`config.mk`:
```
export PLATFORM = sky130hd
export DESIGN_NAME = upsample_unit
export DESIGN_NICKNAME = d
export VERILOG_FILES = /design/src/rtl/upsample_pkg.sv /design/src/rtl/upsample_line_buffer.sv /design/src/rtl/upsample_unit.sv
export SDC_FILE = /design/constraint.sdc
export NUM_CORES = 1
export LEC_CHECK = 0
export BUFFER_PORTS_ARGS = -buffer_cell sky130_fd_sc_hd__buf_4
export CAP_MARGIN = 15
export CORE_ASPECT_RATIO = 1.25
export CORE_MARGIN = 3
export CORE_UTILIZATION = 45
export DETAILED_ROUTE_END_ITERATION = 10
export PLACE_DENSITY = 0.59
export SLEW_MARGIN = 10
export SYNTH_ARGS = -nofsm -noshare
export SYNTH_HDL_FRONTEND = slang
export SYNTH_SLANG_ARGS = --single-unit
```
`constraint.sdc`:
```
create_clock -name clk -period 3.3 [get_ports clk]
set_input_delay 0.33 -clock clk [delete_from_list [all_inputs] [get_ports clk]]
set_output_delay 0.33 -clock clk [all_outputs]
set_load 0.05 [all_outputs]
```
`src/rtl/upsample_pkg.sv`:
```
`default_nettype none
// ============================================================================
// Module   : upsample_pkg
// Purpose  : Shared definitions for the 2x nearest-neighbour upsampler:
//            row-phase state encoding and a counter-width helper.
// Ports    : none (package)
// Revision : 1.0 - initial release
// ============================================================================
package upsample_pkg;

  // ROW_EVEN: first output row of a pooled row, fed from the input stream.
  // ROW_ODD : second output row, replayed from the line buffer.
  typedef enum logic [0:0] {
    ROW_EVEN = 1'b0,
    ROW_ODD  = 1'b1
  } state_e;

  // ceil(log2(value)), never less than 1, so a counter for a single-entry
  // range still has a legal one-bit width.
  function automatic int clog2_min1(input int value);
    int bits;
    bits = 0;
    for (int i = 0; i < 31; i++) begin
      if ((1 << i) < value) begin
        bits = i + 1;
      end
    end
    return (bits < 1) ? 1 : bits;
  endfunction

endpackage
`default_nettype wire

```
`src/rtl/upsample_line_buffer.sv`:
```
`default_nettype none
// ============================================================================
// Module   : upsample_line_buffer
// Purpose  : One pooled row of pixel storage. Synchronous write, combinational
//            read. Contents are not reset.
// Ports    : clk       - clock
//            wr_en     - write strobe
//            wr_addr   - write column
//            wr_data   - pixel to store
//            rd_addr   - read column
//            rd_data   - stored pixel (zero for addresses past the row end)
// Revision : 1.0 - initial release
// ============================================================================
module upsample_line_buffer #(
  parameter int DATA_WIDTH = 16,
  parameter int WIDTH      = 14,
  parameter int ADDR_W     = 4
) (
  input  logic                  clk,
  input  logic                  wr_en,
  input  logic [ADDR_W-1:0]     wr_addr,
  input  logic [DATA_WIDTH-1:0] wr_data,
  input  logic [ADDR_W-1:0]     rd_addr,
  output logic [DATA_WIDTH-1:0] rd_data
);

  logic [DATA_WIDTH-1:0] mem_q [WIDTH];

  always_ff @(posedge clk) begin
    for (int i = 0; i < WIDTH; i++) begin
      if (wr_en && (int'(wr_addr) == i)) begin
        mem_q[i] <= wr_data;
      end
    end
  end

  // The caller may present col+1 on the final column; that read is unused,
  // so out-of-range addresses simply return zero.
  always_comb begin
    rd_data = '0;
    if (int'(rd_addr) < WIDTH) begin
      rd_data = mem_q[rd_addr];
    end
  end

endmodule
`default_nettype wire

```
`src/rtl/upsample_unit.sv`:
```
`default_nettype none
// ============================================================================
// Module   : upsample_unit
// Purpose  : Streaming 2x nearest-neighbour upsampler. Each raster-order input
//            pixel becomes a 2x2 output block; the output is also raster order.
//            The even output row is produced from the live stream, and the odd
//            row is replayed from a one-row line buffer.
// Ports    : clk, reset          - clock, synchronous active-high reset
//            in_data/in_valid/in_ready     - pooled pixel stream
//            out_data/out_valid/out_ready  - upsampled pixel stream
//            out_last        - last pixel of each plane
//            out_frame_last  - last pixel of the last plane
// Revision : 1.0 - initial release
// ============================================================================
module upsample_unit
  import upsample_pkg::*;
#(
  parameter int DATA_WIDTH = 16,
  parameter int POOL_H     = 14,
  parameter int POOL_W     = 14,
  parameter int DEPTH      = 1
) (
  input  logic                  clk,
  input  logic                  reset,
  input  logic [DATA_WIDTH-1:0] in_data,
  input  logic                  in_valid,
  output logic                  in_ready,
  output logic [DATA_WIDTH-1:0] out_data,
  output logic                  out_valid,
  input  logic                  out_ready,
  output logic                  out_last,
  output logic                  out_frame_last
);

  localparam int COL_W   = clog2_min1(POOL_W);
  localparam int ROW_W   = clog2_min1(POOL_H);
  localparam int PLANE_W = clog2_min1(DEPTH);

  localparam logic [COL_W-1:0]   COL_LAST   = COL_W'(POOL_W - 1);
  localparam logic [ROW_W-1:0]   ROW_LAST   = ROW_W'(POOL_H - 1);
  localparam logic [PLANE_W-1:0] PLANE_LAST = PLANE_W'(DEPTH - 1);

  state_e                state_q, state_d;
  logic [COL_W-1:0]      col_q, col_d;
  logic [ROW_W-1:0]      row_q, row_d;
  logic [PLANE_W-1:0]    plane_q, plane_d;
  logic                  dup_q, dup_d;
  logic                  out_valid_q, out_valid_d;
  logic [DATA_WIDTH-1:0] out_data_q, out_data_d;
  logic                  out_last_q, out_last_d;
  logic                  out_frame_last_q, out_frame_last_d;

  logic                  end_of_row;
  logic                  out_fire;
  logic                  in_fire;
  logic [COL_W-1:0]      col_inc;
  logic [COL_W-1:0]      lb_wr_addr;
  logic [COL_W-1:0]      lb_rd_addr;
  logic [DATA_WIDTH-1:0] lb_rd_data;

  assign end_of_row = (col_q == COL_LAST);
  assign out_fire   = out_valid_q && out_ready;
  assign col_inc    = col_q + 1'b1;

  // Input is accepted only in the even phase, either into an empty output
  // register or as a same-cycle replacement for a finished second copy.
  // Never accepted on the last column so the odd-row preload wins.
  always_comb begin
    in_ready = 1'b0;
    if (!reset && (state_q == ROW_EVEN)) begin
      in_ready = !out_valid_q || (out_ready && dup_q && !end_of_row);
    end
  end

  assign in_fire = in_valid && in_ready;

  // With an occupied output register the accepted pixel belongs to the next
  // column; with an empty one, col already points at it.
  assign lb_wr_addr = out_valid_q ? col_inc : col_q;
  // Odd-row replay fetches the next column; entering the odd row needs column 0.
  assign lb_rd_addr = (state_q == ROW_ODD) ? col_inc : '0;

  upsample_line_buffer #(
    .DATA_WIDTH (DATA_WIDTH),
    .WIDTH      (POOL_W),
    .ADDR_W     (COL_W)
  ) u_line_buffer (
    .clk     (clk),
    .wr_en   (in_fire),
    .wr_addr (lb_wr_addr),
    .wr_data (in_data),
    .rd_addr (lb_rd_addr),
    .rd_data (lb_rd_data)
  );

  always_comb begin
    state_d     = state_q;
    col_d       = col_q;
    row_d       = row_q;
    plane_d     = plane_q;
    dup_d       = dup_q;
    out_valid_d = out_valid_q;
    out_data_d  = out_data_q;

    case (state_q)
      ROW_EVEN: begin
        if (out_fire) begin
          if (!dup_q) begin
            dup_d = 1'b1;
          end else if (!end_of_row) begin
            col_d       = col_inc;
            dup_d       = 1'b0;
            out_valid_d = 1'b0;
          end else begin
            col_d      = '0;
            dup_d      = 1'b0;
            out_data_d = lb_rd_data;
            state_d    = ROW_ODD;
          end
        end
        // A same-cycle accept overrides the bubble set above.
        if (in_fire) begin
          out_data_d  = in_data;
          out_valid_d = 1'b1;
          dup_d       = 1'b0;
        end
      end

      ROW_ODD: begin
        if (out_fire) begin
          if (!dup_q) begin
            dup_d = 1'b1;
          end else if (!end_of_row) begin
            col_d      = col_inc;
            out_data_d = lb_rd_data;
            dup_d      = 1'b0;
          end else begin
            out_valid_d = 1'b0;
            col_d       = '0;
            dup_d       = 1'b0;
            state_d     = ROW_EVEN;
            if (row_q == ROW_LAST) begin
              row_d   = '0;
              plane_d = (plane_q == PLANE_LAST) ? '0 : plane_q + 1'b1;
            end else begin
              row_d = row_q + 1'b1;
            end
          end
        end
      end

      default: begin
        state_d = ROW_EVEN;
      end
    endcase
  end

  // Flags are a function of the next position, so they register alongside
  // the beat they qualify and stay stable through stalls.
  always_comb begin
    out_last_d       = (state_d == ROW_ODD) && (row_d == ROW_LAST) &&
                       (col_d == COL_LAST) && dup_d;
    out_frame_last_d = out_last_d && (plane_d == PLANE_LAST);
  end

  always_ff @(posedge clk) begin
    if (reset) begin
      state_q          <= ROW_EVEN;
      col_q            <= '0;
      row_q            <= '0;
      plane_q          <= '0;
      dup_q            <= 1'b0;
      out_valid_q      <= 1'b0;
      out_data_q       <= '0;
      out_last_q       <= 1'b0;
      out_frame_last_q <= 1'b0;
    end else begin
      state_q          <= state_d;
      col_q            <= col_d;
      row_q            <= row_d;
      plane_q          <= plane_d;
      dup_q            <= dup_d;
      out_valid_q      <= out_valid_d;
      out_data_q       <= out_data_d;
      out_last_q       <= out_last_d;
      out_frame_last_q <= out_frame_last_d;
    end
  end

  assign out_valid      = out_valid_q;
  assign out_data       = out_data_q;
  assign out_last       = out_last_q;
  assign out_frame_last = out_frame_last_q;

endmodule
`default_nettype wire

```
==> out/metrics.csv, run 1 <==
stage;metric;value;unit
placement;DP HPWL;16600;um
detailed_routing;DR WL met2;13100;um
synth;Mapped Nets;752;
synth;cell count after synthesis;730;
pwr;combinational share of power;3.2;%
worst_hold_path;Hold Path Origin;in_data[3];
sta;Slew HR;46.4;%
sta;crit path time final;3.08;ns
worst_hold_path;Worst Hold Path Cells;1;
worst_setup_path;R2R setup slack;0.22;ns
worst_setup_path;CP Max Fanout;35;
worst_setup_path;Worst EP arrival;3.46;ns
clocking;Max Buffers Root-to-Sink;3;
clocking;CTS root buffer;clkbuf_16;
clocking;Num Clock Sinks;254;
pwr;Clock Power Share;43.2;%
global_routing;first-pass GRT wire length;40500;um
pwr;leakage;3.78;nW
detailed_routing;first drt pass iteration count;5;
finish;Fillers;1862;
detailed_routing;Post-DRT Antenna Nets;0;
synth;synth warn;0;
sta;Tcrit/Tclk final;93.5;%
worst_setup_path;Worst EP required;3.68;ns
sta;Fin. Hold Viols;0;
sta;Setup-failing EPs final;0;
global_routing;initial antenna violation count;0;
flow_run;Max-Cap Viols;0;
placement;placed insts;1048;
detailed_routing;WL met3;2180;um
sta;RSZ-0062 raised after global routing;no;
clocking;CTS tree;done;
finish;Finished Layout Cells;1095;
floorplanning;Initial Utilization;46.3;%
detailed_routing;number of DRC markers in iteration 0;792;
placement;number of buffers added on ports;39;
sta;WHS;0.103;ns
pwr;Power Internal;0.00523;W
synth;Netlist cell types;47;
worst_setup_path;reg2reg end;out_data[8];
pwr;Max VDD drop;0.381;mV
detailed_routing;DR top layer;met4;
detailed_routing;vias per inst;6.11;
floorplanning;Die W;142;um
clocking;Clock transition at path regs;0.06;ns
worst_hold_path;hold endpoint;u_line_buffer.mem_q[8][3];
finish;Final #Nets;816;
detailed_routing;overall via count from detail_route;6685;
pwr;sw frac;20.4;%
synth;Post-synth ARST share;0;%
run_status;status;complete, no violations;
synth;sequential area share after synthesis;70.6;%
clocking;Num CTS Buffers;26;
clocking;H-tree depth;1;
synth;Synth Register Bits;254;
global_routing;largest net degree at the start of global routing;46;
pwr;register share of total power;53.6;%
clocking;Skew-Pair Late Insertion Delay;0.53;ns
finish;Layout Area Growth over Synthesis;15.8;%
worst_setup_path;Reg2Reg Depth;8;
placement;Final GP Congestion;0.810;
clocking;Post-CTS Resized;0;
detailed_routing;M1 WL;11000;um
global_routing;total congestion overflow;0;
floorplanning;I/O pin count;40;
floorplanning;die area;24900;um^2
pwr;pwr/cell area;547;nW/um^2
synth;Avg Inst Size Synth;14.2;um^2
floorplanning;Die H;176;um
sta;Peak Freq;0.324;GHz
worst_setup_path;critical path class;reg2reg;
detailed_routing;Wirelength per Cell;24.5;um
detailed_routing;Post-route DRC;0;
floorplanning;Cell Rows;61;
sta;Total Neg Setup Slack;0;ns
synth;post-synthesis cell area;10400;um^2
worst_hold_path;Min-Delay Path Class;in2reg;
detailed_routing;total wire length;26900;um
global_routing;vias in the first global route;6656;
pwr;P_sw;0.00134;W
worst_setup_path;critical path endpoint category;register;
synth;top_reg_cell synth;edfxtp_1;
worst_setup_path;reg2reg start;col_q[1];
worst_setup_path;startpoint types;register;
finish;layout cells sized above 1;18.1;%
clocking;hold buffers post-CTS;0;
global_routing;GRT Util Overall;21.4;%
sta;Setup Skew;0.0114;ns
finish;number of diodes;0;
floorplanning;core area;22400;um^2
sta;worst slew pin tran;0.805;ns
clocking;setup bufs post-CTS;0;
sta;Final Slew Violations;0;
synth;Post-synth EDFFs;224;
## worst max-delay path by stage
stage	slack, ns	endpoint	from
floorplan	0.39	u_line_buffer.mem_q[8][0]	col_q[1]
global placement	0.51	out_data[14]	col_q[1]
detailed placement	0.39	out_data[14]	col_q[1]
CTS	0.32	out_data[14]	col_q[1]
global route	0.14	out_data[14]	col_q[1]
finish	0.22	out_data[8]	col_q[1]
## synthesized netlist by cell type (2+ instances only)
cell	instances	area (um^2)
a2111oi_2	2	30.0
a211oi_1	18	135
a21o_1	2	15.0
a21oi_1	29	145
a311oi_1	14	123
a31oi_1	3	18.8
and2_1	4	25.0
and3_1	7	43.8
buf_1	5	18.8
buf_2	17	85.1
buf_4	9	67.6
clkbuf_1	22	82.6
dfxtp_1	30	601
edfxtp_1	224	6730
ha_1	2	25.0
inv_1	6	22.5
mux2_2	3	33.8
mux2i_1	64	641
mux4_2	2	45.0
nand2_1	21	78.8
nand2b_1	2	12.5
nand3_1	35	175
nand3b_1	2	15.0
nor2_1	72	270
nor2b_1	4	25.0
nor3_1	8	40.0
o2111ai_1	14	123
o21ai_0	35	175
o21ai_1	7	35.0
o221ai_1	30	263
o22ai_1	17	106
or3_1	2	12.5
xnor2_1	2	17.5
xor2_1	3	26.3
## sequential cells by signal, summed over array words and instances (netlist names), 4 cells and up
name                 cells
col_q                    4
u_line_buffer.mem_q    224
out_data                16
row_q                    4
## power groups by stage
| stage | clock network, W | registers, W | logic (W) |
|---|---|---|---|
| finish | 0.00284 | 0.00352 | 0.000210 |
| global route | 0.00302 | 0.00352 | 0.000227 |
| CTS | 0.00289 | 0.00352 | 0.000211 |
| detailed placement | 0 | 0.00359 | 0.000211 |
| global placement | 0 | 0.00359 | 0.000206 |
| floorplan | 0 | 0.00361 | 0.0000757 |
## critical path: stages (launching register included)
cell      delay, ns
dfxtp_1        0.33
buf_4          0.16
ha_1           0.40
xor2_2         0.32
and2_2         0.71
buf_4          0.26
a211oi_1       0.05
o21ai_0        0.51
a311oi_1       0.17
## metal layers
metal  vias to the layer above  track usage (%)
li1                       2997                -
met1                      3355             28.8
met2                       288             35.5
met3                        45             4.71
met4                         0             5.56
met5                         -                0
## final cells by class
class                           count  area (um^2)  share of cell area [%]
Sequential cell                   254         7330                    60.9
Clock inverter                     10          116                   0.967
Tap cell                          283          354                    2.94
Clock buffer                       36          708                    5.89
Timing Repair Buffer               89          688                    5.72
Multi-Input combinational cell    417         2810                    23.3
Inverter                            6         22.5                   0.187
## cell families (layout without fill, tap and decap cells)
family,after synthesis,in the layout,share of synthesized area (%)
flops,254,254,70.6
compound gates,178,178,11.9
simple gates,162,162,7.13
mux,69,69,6.93
buf+inv,59,141,2.66
xor+xnor,6,6,0.579
fa+ha+maj,2,2,0.241
## layout by cell type (no fill, tap or decap), drive strengths merged, types with 3 or more instances in the layout
master / count
a211oi: 19
a21oi: 30
a311oi: 14
a31oi: 3
and2: 4
and3: 7
buf: 89
clkbuf: 36
clkinv: 6
dfxtp: 30
edfxtp: 224
inv: 7
mux2: 3
mux2i: 64
nand2: 21
nand3: 35
nor2: 73
nor2b: 4
nor3: 8
o2111ai: 14
o21ai: 42
o221ai: 30
o22ai: 17
xor2: 4
## stage by stage
| step | total power [W] | util [%] | instance area, um^2 | setup WS [ns] |
|---|---|---|---|---|
| 5_1_grt | 0.00677 | 53.6 | 12000 | 0.137 |
| 3_5_place_dp | 0.00380 | 49.9 | 11200 | 0.389 |
| 3_3_place_gp | 0.00380 | 49.9 | 11200 | 0.509 |
| 2_1_floorplan | 0.00369 | - | 10400 | 0.390 |
| 4_1_cts | 0.00662 | 53.5 | 12000 | 0.321 |
| 6_report | 0.00657 | 53.6 | 12000 | 0.216 |
No activity file was read; power rests on OpenSTA's default activity.
==> run 2, diff against run 1 <==
- PLACE_DENSITY: 0.59 -> unset
==> run 2 against run 1 <==
Critical path depth fell by 1. Flip-flop and latch count unchanged. Utilization is 0.32 points lower. First-iteration DRC count down 1.9%. Clock power is 7.4% lower. Sequential share of layout area grew 0.37 points. Clock skew up 0.0081 ns. Sequential power about the same. Critical endpoint is now out_data[3]. Largest cell class unchanged.
==> out/metrics.csv, run 2 (same netlist as run 1, synthesis figures left out) <==
stage;metric;value;unit;change
pwr;leakage;3.75;nW;-0.67%
placement;number of buffers added on ports;39;;unchanged
sta;RSZ-0062 raised after global routing;no;;
clocking;Num Clock Sinks;254;;unchanged
finish;number of diodes;0;;unchanged
sta;Fin. Hold Viols;0;;unchanged
flow_run;Max-Cap Viols;0;;unchanged
finish;layout cells sized above 1;18.2;%;+0.12 points
detailed_routing;total wire length;26700;um;-0.58%
placement;dpl ws;0.676;ns;+0.288 ns
worst_setup_path;critical path class;reg2reg;;
worst_hold_path;Worst Hold Path Cells;1;;unchanged
worst_setup_path;startpoint types;register;;
sta;Final Slew Violations;0;;unchanged
floorplanning;die area;24900;um^2;unchanged
detailed_routing;Post-route DRC;0;;unchanged
finish;Final #Nets;815;;-0.12%
placement;DP HPWL;17000;um;+2.2%
floorplanning;Die H;176;um;unchanged
clocking;hold buffers post-CTS;0;;unchanged
sta;Total Neg Setup Slack;0;ns;unchanged
sta;worst slew pin tran;0.795;ns;-0.00992 ns
detailed_routing;DR top layer;met4;;
finish;Finished Layout Cells;1095;;unchanged
detailed_routing;number of DRC markers in iteration 0;777;;-1.9%
finish;commonest non-fill, non-tap cells in the layout;224 x edfxtp_1, 88 x buf_4, 64 x nor2_1, 64 x mux2i_1;;
worst_setup_path;reg2reg end;out_data[3];;
detailed_routing;M1 WL;11200;um;+2.0%
pwr;pwr/cell area;532;nW/um^2;-2.6%
clocking;Skew-Pair Late Insertion Delay;0.52;ns;about the same
floorplanning;Die W;142;um;unchanged
worst_hold_path;hold endpoint;u_line_buffer.mem_q[12][11];;
sta;Setup Skew;0.0195;ns;+0.00809 ns
worst_setup_path;R2R setup slack;0.61;ns;+0.40 ns
placement;Final GP Congestion;0.868;;+7.2%
clocking;Clock transition at path regs;0.06;ns;about the same
clocking;Post-CTS Resized;0;;unchanged
sta;Peak Freq;0.372;GHz;+15%
worst_hold_path;Hold Path Origin;in_data[11];;
detailed_routing;first drt pass iteration count;6;;+1
sta;Slew HR;47.0;%;+0.66 points
global_routing;first-pass GRT wire length;40400;um;-0.12%
floorplanning;I/O pin count;40;;unchanged
placement;placed insts;1049;;+0.095%
worst_setup_path;Worst EP arrival;3.09;ns;-0.37 ns
clocking;CTS tree;done;;
floorplanning;Cell Rows;61;;unchanged
floorplanning;Initial Utilization;46.3;%;unchanged
finish;commonest non-fill, non-tap cell in the layout;edfxtp_1;;
floorplanning;core area;22400;um^2;unchanged
clocking;setup bufs post-CTS;0;;unchanged
detailed_routing;overall via count from detail_route;6689;;+0.060%
global_routing;largest net degree at the start of global routing;44;;-4.3%
run_status;status;complete, no violations;;
pwr;Max VDD drop;0.414;mV;+8.5%
sta;crit path time final;2.69;ns;-0.397 ns
sta;Tcrit/Tclk final;81.4;%;-12 points
global_routing;total congestion overflow;0;;unchanged
finish;Most flops, register;u_line_buffer.mem_q;;
global_routing;GRT Util Overall;21.3;%;-0.16 points
detailed_routing;Wirelength per Cell;24.4;um;-0.58%
detailed_routing;vias per inst;6.11;;about the same
detailed_routing;Post-DRT Antenna Nets;0;;unchanged
finish;Layout Area Growth over Synthesis;15.1;%;
clocking;CTS root buffer;clkbuf_16;;
global_routing;vias in the first global route;6726;;+1.1%
worst_setup_path;critical path endpoint category;register;;
finish;final core utilization;53.3;%;-0.32 points
worst_setup_path;Worst EP required;3.71;ns;+0.03 ns
worst_setup_path;CP Max Fanout;14;;-60%
clocking;Max Buffers Root-to-Sink;3;;unchanged
sta;post-route setup slack;0.613;ns;+0.397 ns
clocking;Num CTS Buffers;25;;-3.8%
worst_hold_path;Min-Delay Path Class;in2reg;;
global_routing;initial antenna violation count;0;;unchanged
sta;Setup-failing EPs final;0;;unchanged
clocking;H-tree depth;1;;unchanged
detailed_routing;WL met3;1820;um;-16%
worst_setup_path;Reg2Reg Depth;7;;-1
worst_setup_path;reg2reg start;col_q[3];;
detailed_routing;DR WL met2;13000;um;-0.52%
sta;WHS;0.109;ns;+0.00629 ns
finish;Largest register FFs;224;;unchanged
-- run 2: where the power goes --
part           switching, W  internal, W  leakage [nW]
sequential        0.0000152      0.00351          2.26
clock               0.00114      0.00149         0.367
combinational      0.000146    0.0000598          1.12
-- run 2: cell type report --
cell class / count / area [um^2]
fillers: 1837 / 10500
flip-flops and latches: 254 / 7330
multi-input cells: 417 / 2810
repair buffers: 89 / 681
clock buffers: 33 / 656
well taps: 283 / 354
clock inverters: 13 / 104
inverters: 6 / 22.5
-- run 2: critical path, stage by stage (launching register included) --
cell and delay, ns:
dfxtp_1 0.64, and3_1 0.47, o21ai_1 0.19, and3_1 0.33, nor2_2 0.13, buf_4 0.27
o2111ai_1 0.20, a311oi_1 0.33
-- run 2: worst max path at each step --
stage / start / end / slack [ns] / depth (start not counted)
6_report: col_q[3] / out_data[3] / 0.61 / 7
5_1_grt: col_q[1] / out_data[1] / 0.32 / 9
4_1_cts: col_q[1] / out_data[1] / 0.61 / 9
3_5_place_dp: col_q[0] / u_line_buffer.mem_q[9][3] / 0.68 / 6
3_3_place_gp: col_q[1] / out_data[2] / 0.65 / 9
2_1_floorplan: col_q[1] / u_line_buffer.mem_q[8][0] / 0.39 / 9
-- run 2: metrics by stage --
| stage | power [W] | instance area, um^2 |
|---|---|---|
| 4_1_cts | 0.00641 | 12000 |
| 2_1_floorplan | 0.00369 | 10400 |
| 3_5_place_dp | 0.00380 | 11200 |
| 5_1_grt | 0.00656 | 12000 |
| 3_3_place_gp | 0.00379 | 11200 |
| 6_report | 0.00636 | 12000 |
-- run 2: per-layer routing --
layer	up-vias	global-route usage (%)
met2	286	35.1
met4	0	6.36
met3	47	2.89
li1	3004	-
met5	-	0
met1	3352	29.6
==> run 3, diff against run 2 <==
- ABC_AREA: unset -> 1
- clock period: 3.3 -> 2.4 ns (I/O delays scaled with it)
==> run 3 against run 2 <==
First-iteration DRC count decreased by 29%. Clock power increased by 43%. Utilization decreased by 0.29 points. Power increased by 42%. Clock-buffer cell count increased by 5. Area after synthesis increased by 3.8%.
==> out/metrics.csv, run 3 <==
stage;metric;value;unit;change
global_routing;vias in the first global route;6918;;+2.9%
synth;Synth Area in Adders;0.232;%;-0.0089 points
synth;Post-synth ARST share;0;%;unchanged
worst_setup_path;Worst EP arrival;2.44;ns;-0.65 ns
pwr;pwr/cell area;730;nW/um^2;+37%
sta;Fin. Hold Viols;0;;unchanged
finish;Most flops, register;u_line_buffer.mem_q;;
clocking;Max Buffers Root-to-Sink;3;;unchanged
sta;Tcrit/Tclk final;92.8;%;+11 points
clocking;CTS root buffer;clkbuf_16;;
synth;Synth Area in XOR/XNOR;0.162;%;-0.42 points
placement;placed insts;1320;;+26%
sta;crit path time final;2.23;ns;-0.460 ns
worst_hold_path;Worst Hold Path Cells;1;;unchanged
finish;Largest register FFs;224;;unchanged
worst_setup_path;reg2reg start;col_q[1];;
synth;Synth top area share;62.4;%;-2.4 points
floorplanning;Die H;179;um;+1.8%
synth;largest family of logic cells by synthesized area;simple AND/OR/NAND/NOR gates;;
clocking;H-tree depth;1;;unchanged
synth;Avg Inst Size Synth;10.7;um^2;-25%
detailed_routing;Post-DRT Antenna Nets;0;;unchanged
pwr;Power Internal;0.00714;W;+41%
sta;Setup-failing EPs final;0;;unchanged
detailed_routing;total wire length;26000;um;-2.8%
pwr;Clock Power Share;41.9;%;+0.6 points
worst_setup_path;R2R setup slack;0.17;ns;-0.44 ns
sta;worst slew pin tran;0.461;ns;-0.334 ns
finish;commonest non-fill, non-tap cell in the layout;nand2_1;;
floorplanning;I/O pin count;40;;unchanged
pwr;Power, Total;0.00901;W;+42%
clocking;Clock transition at path regs;0.06;ns;about the same
pwr;combinational share of power;4.1;%;+0.9 points
finish;Layout Area Growth over Synthesis;14.4;%;
floorplanning;Cell Rows;62;;+1.6%
synth;Synth Register Bits;254;;unchanged
synth;Post-synth EDFFs;224;;unchanged
synth;synth warn;0;;unchanged
worst_setup_path;critical path endpoint category;register;;
worst_hold_path;hold endpoint;u_line_buffer.mem_q[5][3];;
detailed_routing;overall via count from detail_route;7305;;+9.2%
clocking;setup bufs post-CTS;0;;unchanged
placement;dpl ws;0.197;ns;-0.479 ns
run_status;status;complete, no violations;;
sta;Setup Skew;0.0101;ns;-0.00947 ns
synth;cell count after synthesis;1008;;+38%
floorplanning;Die W;144;um;+1.8%
synth;post-synthesis cell area;10800;um^2;+3.8%
finish;Final #Nets;1083;;+33%
synth;top-count cell post-synth;nand2_1;;
floorplanning;Initial Utilization;46.3;%;+0.053 points
synth;Mapped Nets;1030;;+37%
synth;Netlist cell types;28;;-40%
synth;Simple-Gate Fraction of Synth Area;23.1;%;+16 points
global_routing;first-pass GRT wire length;39600;um;-2.1%
clocking;Num CTS Buffers;26;;+4.0%
pwr;leakage;4.98;nW;+33%
clocking;CTS tree;done;;
synth;sequential area share after synthesis;68.0;%;-2.6 points
placement;DP HPWL;16400;um;-3.4%
synth;cell accounting for the most synthesized area;edfxtp_1;;
placement;Final GP Congestion;0.891;;+2.7%
sta;post-route setup slack;0.173;ns;-0.440 ns
global_routing;initial antenna violation count;0;;unchanged
finish;commonest non-fill, non-tap cells in the layout;282 x nand2_1, 224 x edfxtp_1, 201 x nand3_1, 69 x buf_4, 61 x inv_1;;
worst_setup_path;reg2reg end;u_line_buffer.mem_q[4][13];;
worst_hold_path;Min-Delay Path Class;in2reg;;
finish;layout cells sized above 1;13.3;%;-4.9 points
global_routing;largest net degree at the start of global routing;67;;+52%
global_routing;GRT Util Overall;20.3;%;-0.93 points
placement;number of buffers added on ports;39;;unchanged
synth;top_reg_cell synth;edfxtp_1;;
sta;Final Slew Violations;0;;unchanged
pwr;Max VDD drop;0.463;mV;+12%
detailed_routing;Wirelength per Cell;19.0;um;-22%
sta;Total Neg Setup Slack;0;ns;unchanged
detailed_routing;first drt pass iteration count;5;;-1
worst_setup_path;Reg2Reg Depth;10;;+3
finish;number of diodes;0;;unchanged
detailed_routing;Post-route DRC;0;;unchanged
detailed_routing;vias per inst;5.34;;-13%
sta;RSZ-0062 raised after global routing;no;;
worst_setup_path;startpoint types;register;;
finish;Fillers;2065;;+12%
pwr;P_sw;0.00187;W;+43%
detailed_routing;number of DRC markers in iteration 0;555;;-29%
pwr;sw frac;20.7;%;+0.22 points
worst_setup_path;CP Max Fanout;16;;+2
floorplanning;die area;25900;um^2;+3.7%
worst_hold_path;Hold Path Origin;in_data[3];;
global_routing;total congestion overflow;0;;unchanged
sta;Slew HR;69.0;%;+22 points
clocking;Skew-Pair Late Insertion Delay;0.53;ns;about the same
synth;post-synthesis mux area share;0;%;-6.9 points
synth;Post-synth top cells;282 x nand2_1, 224 x edfxtp_1, 201 x nand3_1;;
worst_setup_path;Worst EP required;2.61;ns;-1.10 ns
floorplanning;core area;23300;um^2;+3.7%
pwr;register share of total power;54.0;%;-1.4 points
clocking;Num Clock Sinks;254;;unchanged
synth;top cells by area, synth;edfxtp_1 62%, nand2_1 9.8%, nand3_1 9.3%;;
worst_setup_path;critical path class;reg2reg;;
sta;Peak Freq;0.449;GHz;+21%
flow_run;Max-Cap Viols;0;;unchanged
synth;Synth Area in Compound Gates;2.83;%;-9.1 points
finish;Finished Layout Cells;1368;;+25%
-- run 3: worst max-delay path: stages (launching register included) --
cell     delay [ns]
dfxtp_1        0.42
inv_1          0.07
ha_1           0.22
nand3_4        0.13
nand3_2        0.08
nand2_2        0.09
nand3_4        0.10
inv_2          0.12
nand3_1        0.24
nor2_2         0.16
buf_4          0.27
-- run 3: timing repair --
item                                   CTS  global route
endpoints found under the hold margin    7             0
resized for setup                        0             1
setup endpoints to repair                0            32
hold buffers                             1             0
-- run 3: final cells by class --
| type | count | area (um^2) | area share [%] |
|---|---|---|---|
| well taps | 288 | 360 | 2.92 |
| clock buffers | 38 | 727 | 5.90 |
| flip-flops and latches | 254 | 7330 | 59.4 |
| clock inverters | 9 | 63.8 | 0.518 |
| repair buffers | 80 | 728 | 5.91 |
| multi-input cells | 632 | 2870 | 23.2 |
| inverters | 67 | 259 | 2.10 |
-- run 3: power groups by stage --
stage / Combinational (W) / Clock, W / Sequential, W
2_1_floorplan: 0.000119 / 0 / 0.00502
3_3_place_gp: 0.000371 / 0 / 0.00496
3_5_place_dp: 0.000374 / 0 / 0.00496
4_1_cts: 0.000376 / 0.00383 / 0.00486
5_1_grt: 0.000403 / 0.00403 / 0.00486
6_report: 0.000372 / 0.00377 / 0.00486
-- run 3: cell families after synthesis --
| family | Yosys count |
|---|---|
| AOI/OAI and AO/OA | 61 |
| DFF | 254 |
| adders and majority gates | 2 |
| buffers and inverters | 122 |
| and+or+nand+nor | 567 |
| xor gates and xnor gates | 2 |
-- run 3: worst max path at each step --
stage	startpoint	end	slack [ns]	cells after the start
after floorplan	out_valid	u_line_buffer.mem_q[5][0]	-0.04	5
after global placement	col_q[0]	u_line_buffer.mem_q[4][5]	0.26	8
after detailed placement	col_q[0]	u_line_buffer.mem_q[4][6]	0.20	8
after CTS	col_q[0]	u_line_buffer.mem_q[4][5]	0.17	8
after global routing	col_q[1]	u_line_buffer.mem_q[4][8]	0.05	10
final	col_q[1]	u_line_buffer.mem_q[4][13]	0.17	10
-- run 3: stage by stage --
| step | hold slack, ns | utilization (%) | instance area, um^2 |
|---|---|---|---|
| after floorplan | 0.309 | - | 10800 |
| after global placement | 0.438 | 49.5 | 11500 |
| after detailed placement | 0.441 | 49.5 | 11500 |
| after CTS | 0.0353 | 53.0 | 12300 |
| after global routing | 0.0590 | 53.0 | 12300 |
| final | 0.0524 | 53.0 | 12300 |
-- run 3: metal layers --
layer | part of all wire (%) | up-vias | routed length [um] | GRT usage, %
li1 | - | 3550 | - | -
met1 | 42 | 3486 | 10800 | 27.1
met2 | 50 | 224 | 13000 | 34.7
met3 | 5.7 | 45 | 1490 | 2.56
met4 | 2.7 | 0 | 696 | 6.49
met5 | 0 | - | 0 | 0
